[src/rtl/feat_frame_assembler.sv]
// Baseline-subtracts raw channel samples with signed saturation and assembles
// them into a DIMS-element feature vector held on a valid/ready output slot.
module feat_frame_assembler #(
  parameter int DIMS = 21,
  parameter int W    = 16
) (
  input  logic                clk_i,
  input  logic                rstn_i,
  input  logic                s_valid_i,
  output logic                s_ready_o,
  input  logic [W-1:0]        s_data_i,
  input  logic                s_first_i,
  input  logic [W-1:0]        baseline_i [DIMS],
  output logic signed [W-1:0] vec_o [DIMS],
  output logic                vec_valid_o,
  input  logic                vec_ready_i,
  output logic                frame_err_o,
  input  logic                clr_err_i
);

  localparam int IW = (DIMS > 1) ? $clog2(DIMS) : 1;
  localparam logic [IW-1:0] LAST = IW'(DIMS - 1);

  typedef enum logic [1:0] {
    IDLE = 2'd0,
    FILL = 2'd1,
    PEND = 2'd2
  } state_t;

  state_t              state;
  logic [IW-1:0]       idx;
  logic signed [W-1:0] cap_buf [DIMS];

  logic                accept;
  logic                slot_free;
  logic [IW-1:0]       wr_idx;
  logic signed [W:0]   diff;
  logic signed [W-1:0] elem;

  assign s_ready_o = (state != PEND);

  // A first-flagged sample always lands in channel 0, including on a restart.
  always_comb begin
    accept    = s_valid_i & s_ready_o;
    slot_free = ~vec_valid_o | vec_ready_i;
    wr_idx    = s_first_i ? '0 : idx;
    diff      = $signed({1'b0, s_data_i}) - $signed({1'b0, baseline_i[wr_idx]});
    elem      = diff[W-1:0];
    if (diff[W] != diff[W-1]) begin
      elem = diff[W] ? {1'b1, {(W-1){1'b0}}} : {1'b0, {(W-1){1'b1}}};
    end
  end

  always_ff @(posedge clk_i or negedge rstn_i) begin
    if (!rstn_i) begin
      state       <= IDLE;
      idx         <= '0;
      vec_valid_o <= 1'b0;
      frame_err_o <= 1'b0;
      for (int unsigned i = 0; i < DIMS; i++) begin
        vec_o[IW'(i)]   <= '0;
        cap_buf[IW'(i)] <= '0;
      end
    end else begin
      // Clear first so a same-edge restart below wins.
      if (clr_err_i) frame_err_o <= 1'b0;
      if (vec_valid_o && vec_ready_i) vec_valid_o <= 1'b0;

      unique case (state)
        IDLE: begin
          if (accept && s_first_i) begin
            cap_buf[0] <= elem;
            if (DIMS == 1) begin
              state <= PEND;
              idx   <= '0;
            end else begin
              state <= FILL;
              idx   <= IW'(1);
            end
          end
        end
        FILL: begin
          if (accept) begin
            cap_buf[wr_idx] <= elem;
            if (s_first_i) begin
              frame_err_o <= 1'b1;
              idx         <= IW'(1);
            end else if (idx == LAST) begin
              state <= PEND;
              idx   <= '0;
            end else begin
              idx <= idx + IW'(1);
            end
          end
        end
        PEND: begin
          if (slot_free) begin
            for (int unsigned i = 0; i < DIMS; i++) begin
              vec_o[IW'(i)] <= cap_buf[IW'(i)];
            end
            vec_valid_o <= 1'b1;
            state       <= IDLE;
          end
        end
        default: state <= IDLE;
      endcase
    end
  end

endmodule

[config.mk]
export PLATFORM = sky130hd
export DESIGN_NAME = feat_frame_assembler
export DESIGN_NICKNAME = d
export VERILOG_FILES = /design/src/rtl/feat_frame_assembler.sv
export SDC_FILE = /design/constraint.sdc
export NUM_CORES = 1
export LEC_CHECK = 0
export BUFFER_PORTS_ARGS = -buffer_cell sky130_fd_sc_hd__buf_2
export CAP_MARGIN = 20
export CORE_ASPECT_RATIO = 0.5
export CORE_MARGIN = 5
export CORE_UTILIZATION = 48
export CTS_BUF_LIST = sky130_fd_sc_hd__clkbuf_8 sky130_fd_sc_hd__clkbuf_16
export DETAILED_ROUTE_END_ITERATION = 10
export PLACE_DENSITY_LB_ADDON = 0.2
export SYNTH_ARGS = -nofsm -noshare
export SYNTH_HDL_FRONTEND = slang
export SYNTH_SLANG_ARGS = --single-unit
[constraint.sdc]
create_clock -name clk_i -period 3.7 [get_ports clk_i]
set_input_delay 0.37 -clock clk_i [delete_from_list [all_inputs] [get_ports clk_i]]
set_output_delay 0.37 -clock clk_i [all_outputs]
set_load 0.05 [all_outputs]
Word-level counts from Yosys, hierarchy flattened
Index checks and enable logic that the tools add are counted.
- memories kept: 0
- word-level logic and storage cells: 103
- memory bits (read-only): 0
- input port bits: 358
- RAM bits: 0
- register bits: 681
- output and inout port bits: 339
- latch bits: 0
- div/mod/pow operators: 0
- multiplexer cells: 30
- bitwise operators: 4
- order comparisons: 2
- reduce and logical (&&, ||, !) cells: 9
- shift-type cells: 0
- eq/ne operators: 10
- $mul: 0
- add/subtract/negate cells: 2
- operators by type and width (kind ; count):
    bitwise mux 336 bit ; 1
    two-way mux 336 bit ; 1
    two-way mux 16 bit ; 6
    binary-select mux 16 bit (select 5 bit) ; 1
    demux 16 bit (select 5 bit) ; 1
    one-hot mux 16 bit (2 select lines) ; 1
    two-way mux 5 bit ; 5
    subtractor 16 x 16 -> 17 bit ; 1
    inequality test 2 bit, second input constant ; 6
    two-way mux 2 bit ; 5
    one-hot mux 5 bit (2 select lines) ; 1
    two-way mux 1 bit ; 7
    >= comparator 6 bit, second input constant ; 1
    less-than comparator 6 x 1 -> 1 bit, second input constant ; 1
    inverter 5 -> 6 bit ; 1
    one-hot mux 2 bit (3 select lines) ; 1
    adder 5 x 1 -> 5 bit, second input constant ; 1
    equality test 5 bit, second input constant ; 1
    AND reduction 5 bit ; 1
    AND reduction 2 bit ; 2
    logical AND 1 bit ; 3
    AND reduction 3 bit ; 1
    equality test 2 x 1 -> 1 bit, second input constant ; 1
    equality test 2 bit, second input constant ; 1
    6 further kinds ; 6

Logic depth before layout (Yosys ltp)
Gate-level depths: netlist of the first run.
- word-level depth: 11
- depth in mapped cells: 20
- gate-level depth less buffers: 15

Least setup slack after synthesis of the first run
Ideal clock, no wire load.
- path type: register to register
- from: register idx[1]
- to: register cap_buf[333] in the netlist's numbering
- arrival time: 3.916 ns
- slack: -0.337 ns
- setup time: 0.121 ns
- period minus slack after synthesis: 4.037 ns
- cell stages (with the launch flop): 21
- path buffers: 5
- required time: 3.579 ns
- cell sequence: dfrtp_1 > clkbuf_1 > nor2_1 > nor2_1 > buf_2 > buf_1 > o22ai_1 > o21ai_0 > nand4_1 > nor2_1 > ha_1 > fa_1 > nor2b_4 > o31a_1 > o21a_4 > a31oi_4 > a22oi_4 > buf_6 > a22o_4 > buf_6 > a22o_1
- longest elaborated chain between the ends: 11
- elaborated cells between the ends (all ways): 18
- classes of those cells: add/sub: 1; order compare: 2; eq/ne: 1; mux: 12; bitwise: 1; reduce/logical: 1
- ends and longest elaborated chain (element ; RTL line ; RTL):
    start: declaration ; 31 ; logic [IW-1:0] idx;
    start signal: assignment ; 92 ; idx <= idx + IW'(1);
    two-way mux 5 bit (*) ; 46 ; wr_idx = s_first_i ? '0 : idx;
    inverter 5 -> 6 bit (not written as such) (*) ; 47, 84 ;
    binary-select mux 16 bit (select 5 bit) ; 47 ; diff = $signed({1'b0, s_data_i}) - $signed({1'b0, baseline_i[wr_idx]});
    two-way mux 16 bit (not written as such) (2 in a row) ; 47 ;
    subtractor 16 x 16 -> 17 bit ; 47 ;
    two-way mux 16 bit / inequality test 1 bit (equally long branches) ; 50, 49 ;
    two-way mux 16 bit ; 49 ; if (diff[W] != diff[W-1]) begin
    bitwise mux 336 bit ; 84 ; cap_buf[wr_idx] <= elem;
    two-way mux 336 bit ; 83 ; if (accept) begin
    one-hot mux 16 bit (2 select lines) (*) ; 69 ; unique case (state)
    end signal: indexed assignment ; 84 ;
    end: declaration ; 32 ; logic signed [W-1:0] cap_buf [DIMS];
Mark *: on every way between the ends. The rest lies on a longest branch, timed or not. The select of a mux whose other input is x is not followed.
A chain may end at the register's enable or synchronous reset.

Worst setup path after layout of the first run
- from: register idx[1]
- to: register cap_buf[306] in the netlist's numbering
- longest elaborated chain between the ends: 9
- elaborated cells between the ends (all ways): 15
- classes of those cells: add/sub: 1; order compare: 2; eq/ne: 1; mux: 9; bitwise: 1; reduce/logical: 1
- ends and longest elaborated chain (element ; RTL line):
    two-way mux 5 bit (*) ; 46
    inverter 5 -> 6 bit (not written as such) (*) ; 47, 84
    binary-select mux 16 bit (select 5 bit) ; 47
    two-way mux 16 bit (not written as such) (2 in a row) ; 47
    subtractor 16 x 16 -> 17 bit ; 47
    two-way mux 16 bit / inequality test 1 bit (equally long branches) ; 50, 49
    two-way mux 16 bit ; 49
    bitwise mux 336 bit (*) ; 84
Marked as above.

==> summary.txt, run 1 <==
Pwr
  – Power per Cell Area: 610 nW/µm²
  – Seq pwr share: 0.353
  – VDD IR-drop max: 0.645 mV
  – Sw Share: 0.354
  – Gate power share: 0.379
  – Leakage: 0.0199 µW
  – Internal power: 15400 µW
  – NetSw: 8460 µW
  – Power Total: 23900 µW
  – Clk pwr share: 0.268

GRT
  – Initial antenna violation count: 17
  – Total track usage: 0.339
  – Total gr overflow: 0
  – Pin count of the biggest net entering global routing: 80
  – Vias in the first global route: 24.0k
  – First-pass GRT wire length: 162000 µm

Yosys
  – Synth Register Bits: 681
  – Register area share after synthesis: 0.601
  – Ys async rst share: 1.00
  – Synth warn: 0
  – Syn nets: 2681
  – Number of synthesized flops with an enable pin: 0
  – Syn Area/Cell: 12.3 µm²
  – Post-synth top flop: dfrtp_1
  – Mapped Area: 28400 µm²
  – Syn Inst Count: 2303
  – Yosys cell types: 62

Worst setup path
  – Crit end category: flip-flop
  – CP arrival: 4.52 ns
  – Critical path class: reg2reg
  – Nature of the critical path startpoint: flip-flop
  – CP required: 4.19 ns
  – CP Max Fanout: 9

Timing
  – Worst-margin pin slew: 0.888 ns
  – PnR worst setup slack: -0.322 ns
  – Max-slew headroom: 0.406
  – Fin. Hold Viols: 0
  – Fmax: 249 MHz
  – Final slew viol count: 0
  – Final min period: 4.02 ns
  – RSZ-0062 raised after global routing: true
  – Final period util: 1.09
  – TNS Setup: -70.34 ns
  – Final setup violating endpoints: 336
  – Clock Skews: 0.0255 ns

Outcome
  – Outcome: finished with violations
  – Failing checks: negative setup slack

Final layout
  – Fin cells: 4062
  – Area grow syn2layout: 38.1%
  – Area occupied by multi-input gates: 11700 µm²
  – Leading cell type in the layout, fill and taps excluded: buf_2
  – Final nets: 3607
  – Layout cells sized above 1: 0.510
  – FF+latch area: 17000 µm²
  – # fillers: 4510
  – Finished Core Util: 0.665
  – Most frequent cells in the layout: buf_2 (695), dfrtp_1 (679), mux2_2 (336)
  – Final Cell Area: 39200 µm²

Floorplan
  – Core ar.: 58900 µm²
  – Core Rows: 63
  – I/O Pins: 697
  – DIE WIDTH: 354 µm
  – Area of the die: 64300 µm²
  – Starting Density: 0.482
  – Die Span Y: 182 µm

Job
  – Maxcap violations: 0

Clock tree
  – CTS clk-pin slew, worst paths: 0.07 ns
  – Clk_lat worst skew: 0.63 ns
  – CTS Buf Count: 57
  – H-tree depth: 2
  – Clock Sinks: 681
  – Root Driver: clkbuf_16
  – Max Root-Sink Buffers: 3
  – CTS tree: built

Routing
  – Drt pass-1 iters: 5
  – Vias/cell: 5.85
  – # DRC: 0
  – DR iter-0 viols: 2264
  – Post-route ant nets: 0
  – DR WL/cell: 27.8 µm
  – Via count: 23.8k
  – Final WL: 113000 µm

Placement
  – Placed insts: 3878
  – Placed cell area: 34900 µm²
  – GP Congestion: 0.990
  – Hpwl dp: 80200 µm
  – I/O Buffers: 696

Hold path
  – Min-delay worst type: in2reg
## power by group through the flow
stage,Sequential [µW],Clock [µW],Combinational (µW)
final,8430,6410,9060
after global placement,8530,0,6810
after detailed placement,8550,0,6890
after CTS,8420,6460,8170
after floorplan,8420,0,2700
after global routing,8490,6810,9380
## critical path, cell delays in order (launching register included)
cell and delay (ns):
dfrtp_2 0.44, buf_12 0.16, buf_6 0.12, buf_6 0.10, mux2i_2 0.16, a211oi_4 0.32, a311oi_4 0.09, nor3_4 0.33
o21ai_2 0.12, ha_4 0.31, o211ai_1 0.10, a21oi_2 0.29, o2111ai_4 0.19, nand3_4 0.17, xnor2_4 0.15, buf_12 0.21
o22ai_4 0.14, buf_6 0.15, buf_12 0.14, a22o_1 0.18
## cell usage after synthesis, drive strengths merged (2+ instances only)
cell,number,area share
or2,3,0.00066
o21a,4,0.0013
ha,19,0.0084
nand3,8,0.0014
xnor2,8,0.0025
mux2i,15,0.0053
dfrtp,681,0.60
xor2,6,0.0019
a21oi,44,0.013
o21ai,307,0.055
buf,39,0.0086
and3,4,0.00088
a211oi,17,0.0045
a31oi,6,0.0019
nor3,17,0.0030
mux2,337,0.13
nand4,2,0.00044
inv,8,0.0011
a21o,24,0.0073
a22oi,3,0.0013
nor2b,5,0.0014
nand2,248,0.033
clkbuf,126,0.017
nand2b,5,0.0012
and2,2,0.00044
o31ai,3,0.00079
o22ai,132,0.029
a22o,128,0.040
nor2,44,0.0061
o211ai,2,0.00053
and4,15,0.0046
a311oi,30,0.0093
## final cells by class
cell class              instances  share of cell area
diodes                          7            0.000447
clock buffers                  66              0.0399
flip-flops and latches        681               0.435
multi-input cells            1452               0.300
inverters                       8            0.000895
well taps                     780              0.0249
repair buffers               1029               0.188
clock inverters                39              0.0107
## metrics by stage
stage	worst slack [ns]	hold WS, ns
after floorplan	0.0207	0.0744
after global placement	-0.486	0.416
after detailed placement	-0.512	0.419
after CTS	-0.172	0.0493
after global routing	-0.422	0.112
final	-0.322	0.0759
## final timing paths
path / start / end / slack (ns) / cells after the start
max in group asynchronous: rstn_i / cap_buf[90] / 2.17 / 4
setup reg to reg: idx[1] / cap_buf[306] / -0.32 / 19
setup / recovery: idx[1] / cap_buf[306] / -0.32 / 19
hold / removal: vec_ready_i / vec_valid_o / 0.08 / 3
min in group asynchronous: rstn_i / vec_o[233] / 0.33 / 2
hold reg to reg: cap_buf[300] / cap_buf[300] / 0.48 / 2
## logic make-up after synthesis
family,count (synthesis),share of synthesized area
adder cells (fa/ha/maj),20,0.00909
buffers and inverters,173,0.0267
XOR/XNOR,14,0.00432
flip-flops,681,0.601
multiplexers,352,0.139
AO/OA/AOI/OAI,708,0.166
AND/OR/NAND/NOR,355,0.0534
## sequential cells by signal (all words and copies together) (netlist names)
name         cells
idx              5
state            2
vec_valid_o      1
vec_o          336
cap_buf        336
frame_err_o      1
## repair_timing
action                     CTS  global route
cloned                      13            11
setup endpoints to repair  336           336
hold buffers                 2             0
pin swaps                   91            67
hold endpoints to repair    64             0
gates resized for setup    241           123
buffers inserted            47            10
## layer usage
layer	part of all wire	GRT usage	vias up	wire length (µm)
li1	-	-	10300	-
met1	0.44	0.506	12300	49800
met2	0.44	0.499	962	49100
met3	0.10	0.100	149	11700
met4	0.019	0.0593	12	2100
met5	0.00064	0	-	72
Power figures use the tool's default switching activity.
==> inputs of run 2 (changes only) <==
Settings changed: BUFFER_PORTS_ARGS -buffer_cell sky130_fd_sc_hd__buf_2 to default, CORE_AREA from default to 5 5 265 267, CORE_ASPECT_RATIO 0.5 to default, CORE_MARGIN 5 to default, CORE_UTILIZATION 48 to default, DIE_AREA from default to 0 0 270 272, DONT_BUFFER_PORTS from default to 1.
==> run 2 against run 1 <==
  * Die area rose by 14%
  * Sequential power hardly changed
  * Core utilization shrank 13 points
  * Largest power group unchanged
  * The run ends with negative hold slack, max-slew violations, negative setup slack left
  * Highest routed layer unchanged
==> summary.txt, run 2 (synthesis results as in run 1) <==
Clock tree
  – Clock Sinks: 681
  – CTS clk-pin slew, worst paths: 0.05 ns
  – CTS tree: built
  – H-tree depth: 3
  – Hold-fix buffers, CTS: 3
  – Clk_lat worst skew: 0.63 ns
  – CTS Buf Count: 74
  – Max Root-Sink Buffers: 3
  – Root Driver: clkbuf_16

Worst setup path
  – Worst R2R Start: idx[0]
  – FF-to-FF path depth: 23
  – CP arrival: 4.55 ns
  – Reg2reg end: cap_buf[178]
  – Crit end category: flip-flop
  – R2R Setup Slk: -0.30 ns
  – CP required: 4.24 ns
  – Nature of the critical path startpoint: flip-flop
  – CP Max Fanout: 21
  – Critical path class: reg2reg

Routing
  – Final WL: 114000 µm
  – Drt pass-1 iters: 6
  – # DRC: 0
  – Post-route ant nets: 0
  – DR iter-0 viols: 1847
  – Via count: 21.4k
  – Vias/cell: 6.17
  – DR WL/cell: 32.8 µm

Timing
  – RSZ-0062 raised after global routing: true
  – TNS Setup: -66.75 ns
  – Final setup violating endpoints: 336
  – Final min period: 4.00 ns
  – Worst-margin pin slew: 2.33 ns
  – Max-slew headroom: -0.552
  – Final period util: 1.08
  – PnR worst setup slack: -0.303 ns
  – Clock Skews: 0.0382 ns
  – Final slew viol count: 310
  – Fin. Hold Viols: 681
  – Fmax: 250 MHz
  – WHS: -0.546 ns

Floorplan
  – Core Rows: 96
  – Area of the die: 73400 µm²
  – Die Span Y: 272 µm
  – Starting Density: 0.418
  – DIE WIDTH: 270 µm
  – I/O Pins: 697
  – Core ar.: 67900 µm²

Pwr
  – Leakage: 0.0169 µW
  – Power Total: 25600 µW
  – Power per Cell Area: 701 nW/µm²
  – VDD IR-drop max: 0.495 mV

GRT
  – Vias in the first global route: 21.2k
  – Pin count of the biggest net entering global routing: 682
  – First-pass GRT wire length: 156000 µm
  – Total gr overflow: 0
  – Initial antenna violation count: 15
  – Total track usage: 0.287

Final layout
  – Most frequent cells in the layout: dfrtp_1 (679), mux2_2 (337), nand2_1 (242)
  – Regs by FF count: cap_buf x336, vec_o x336, idx x5
  – Layout cells sized above 1: 0.396
  – Finished Core Util: 0.538
  – # fillers: 5621
  – Final nets: 2900
  – Area grow syn2layout: 28.8%
  – Leading cell type in the layout, fill and taps excluded: dfrtp_1
  – Final Cell Area: 36500 µm²

Outcome
  – Outcome: finished with violations
  – Failing checks: negative hold slack, max-slew violations, negative setup slack

Placement
  – Placed cell area: 31100 µm²
  – Pre-CTS WS: -0.700 ns
  – Hpwl dp: 73800 µm
  – GP Congestion: 1.08
  – I/O Buffers: 0

Hold path
  – Min-delay worst type: in2async

Job
  – Maxcap violations: 0
==> run 2: power breakdown <==
group | leakage (µW) | total [µW] | switching (µW) | internal (µW)
registers | 0.00940 | 8450 | 377 | 8070
logic | 0.00630 | 9800 | 5430 | 4380
clock network | 0.00125 | 7330 | 3070 | 4260
==> run 2: worst max-delay path, cell delays in order (launching register included) <==
cell and delay [ns]:
dfrtp_1 0.40, buf_6 0.14, nor2_4 0.11, nor2_4 0.05, buf_6 0.12, buf_12 0.14
buf_6 0.12, o22ai_2 0.14, o21ai_1 0.08, nand4_1 0.18, nor2_1 0.08, buf_4 0.16
ha_4 0.16, fa_2 0.38, nor2b_4 0.12, o31a_1 0.18, o21a_4 0.17, a31oi_4 0.10
a22o_4 0.27, buf_12 0.15, buf_12 0.12, o22ai_4 0.18, buf_12 0.23, a22o_1 0.15
==> run 2: how the worst max path moves through the flow <==
| stage | end | depth (start not counted) | start | slack (ns) |
|---|---|---|---|---|
| 6_report | cap_buf[178] | 23 | idx[0] | -0.30 |
| 2_1_floorplan | cap_buf[176] | 17 | idx[1] | 0.02 |
| 3_3_place_gp | cap_buf[66] | 18 | idx[0] | -0.70 |
| 5_1_grt | cap_buf[274] | 23 | idx[0] | -0.45 |
| 4_1_cts | cap_buf[61] | 18 | idx[1] | -0.30 |
| 3_5_place_dp | cap_buf[146] | 19 | s_first_i | -0.70 |
==> run 2: per-stage QoR <==
stage / cells / hold slack (ns)
finish: 3469 / -0.546
global route: 3467 / -0.574
CTS: 3404 / -0.575
detailed placement: 3214 / 0.0916
global placement: 3214 / 0.0916
floorplan: 2303 / 0.0744
==> run 2: layout make-up <==
cell class	instances	area (µm²)	area share
antenna	14	35.0	0.000959
clock buffer	89	2060	0.0564
clock inverter	38	365	0.0100
inverter	8	35.0	0.000959
multi-input combinational	1456	12100	0.330
sequential	681	17000	0.467
tap	882	1100	0.0302
timing repair buffer	301	3810	0.104
==> run 2: metal layers <==
| metal | GRT usage | routed length, µm | up-vias |
|---|---|---|---|
| met5 | 0 | 13 | - |
| met3 | 0.0758 | 8120 | 353 |
| met2 | 0.489 | 55800 | 1020 |
| li1 | - | - | 8929 |
| met4 | 0.146 | 7760 | 2 |
| met1 | 0.337 | 42000 | 11100 |
==> run 2: timing repair <==
item	CTS	global route
endpoints found under the setup margin	336	336
gates resized for setup	204	277
cloned	16	17
hold endpoints to repair	689	681
setup buffers	44	41
pin swaps	62	141
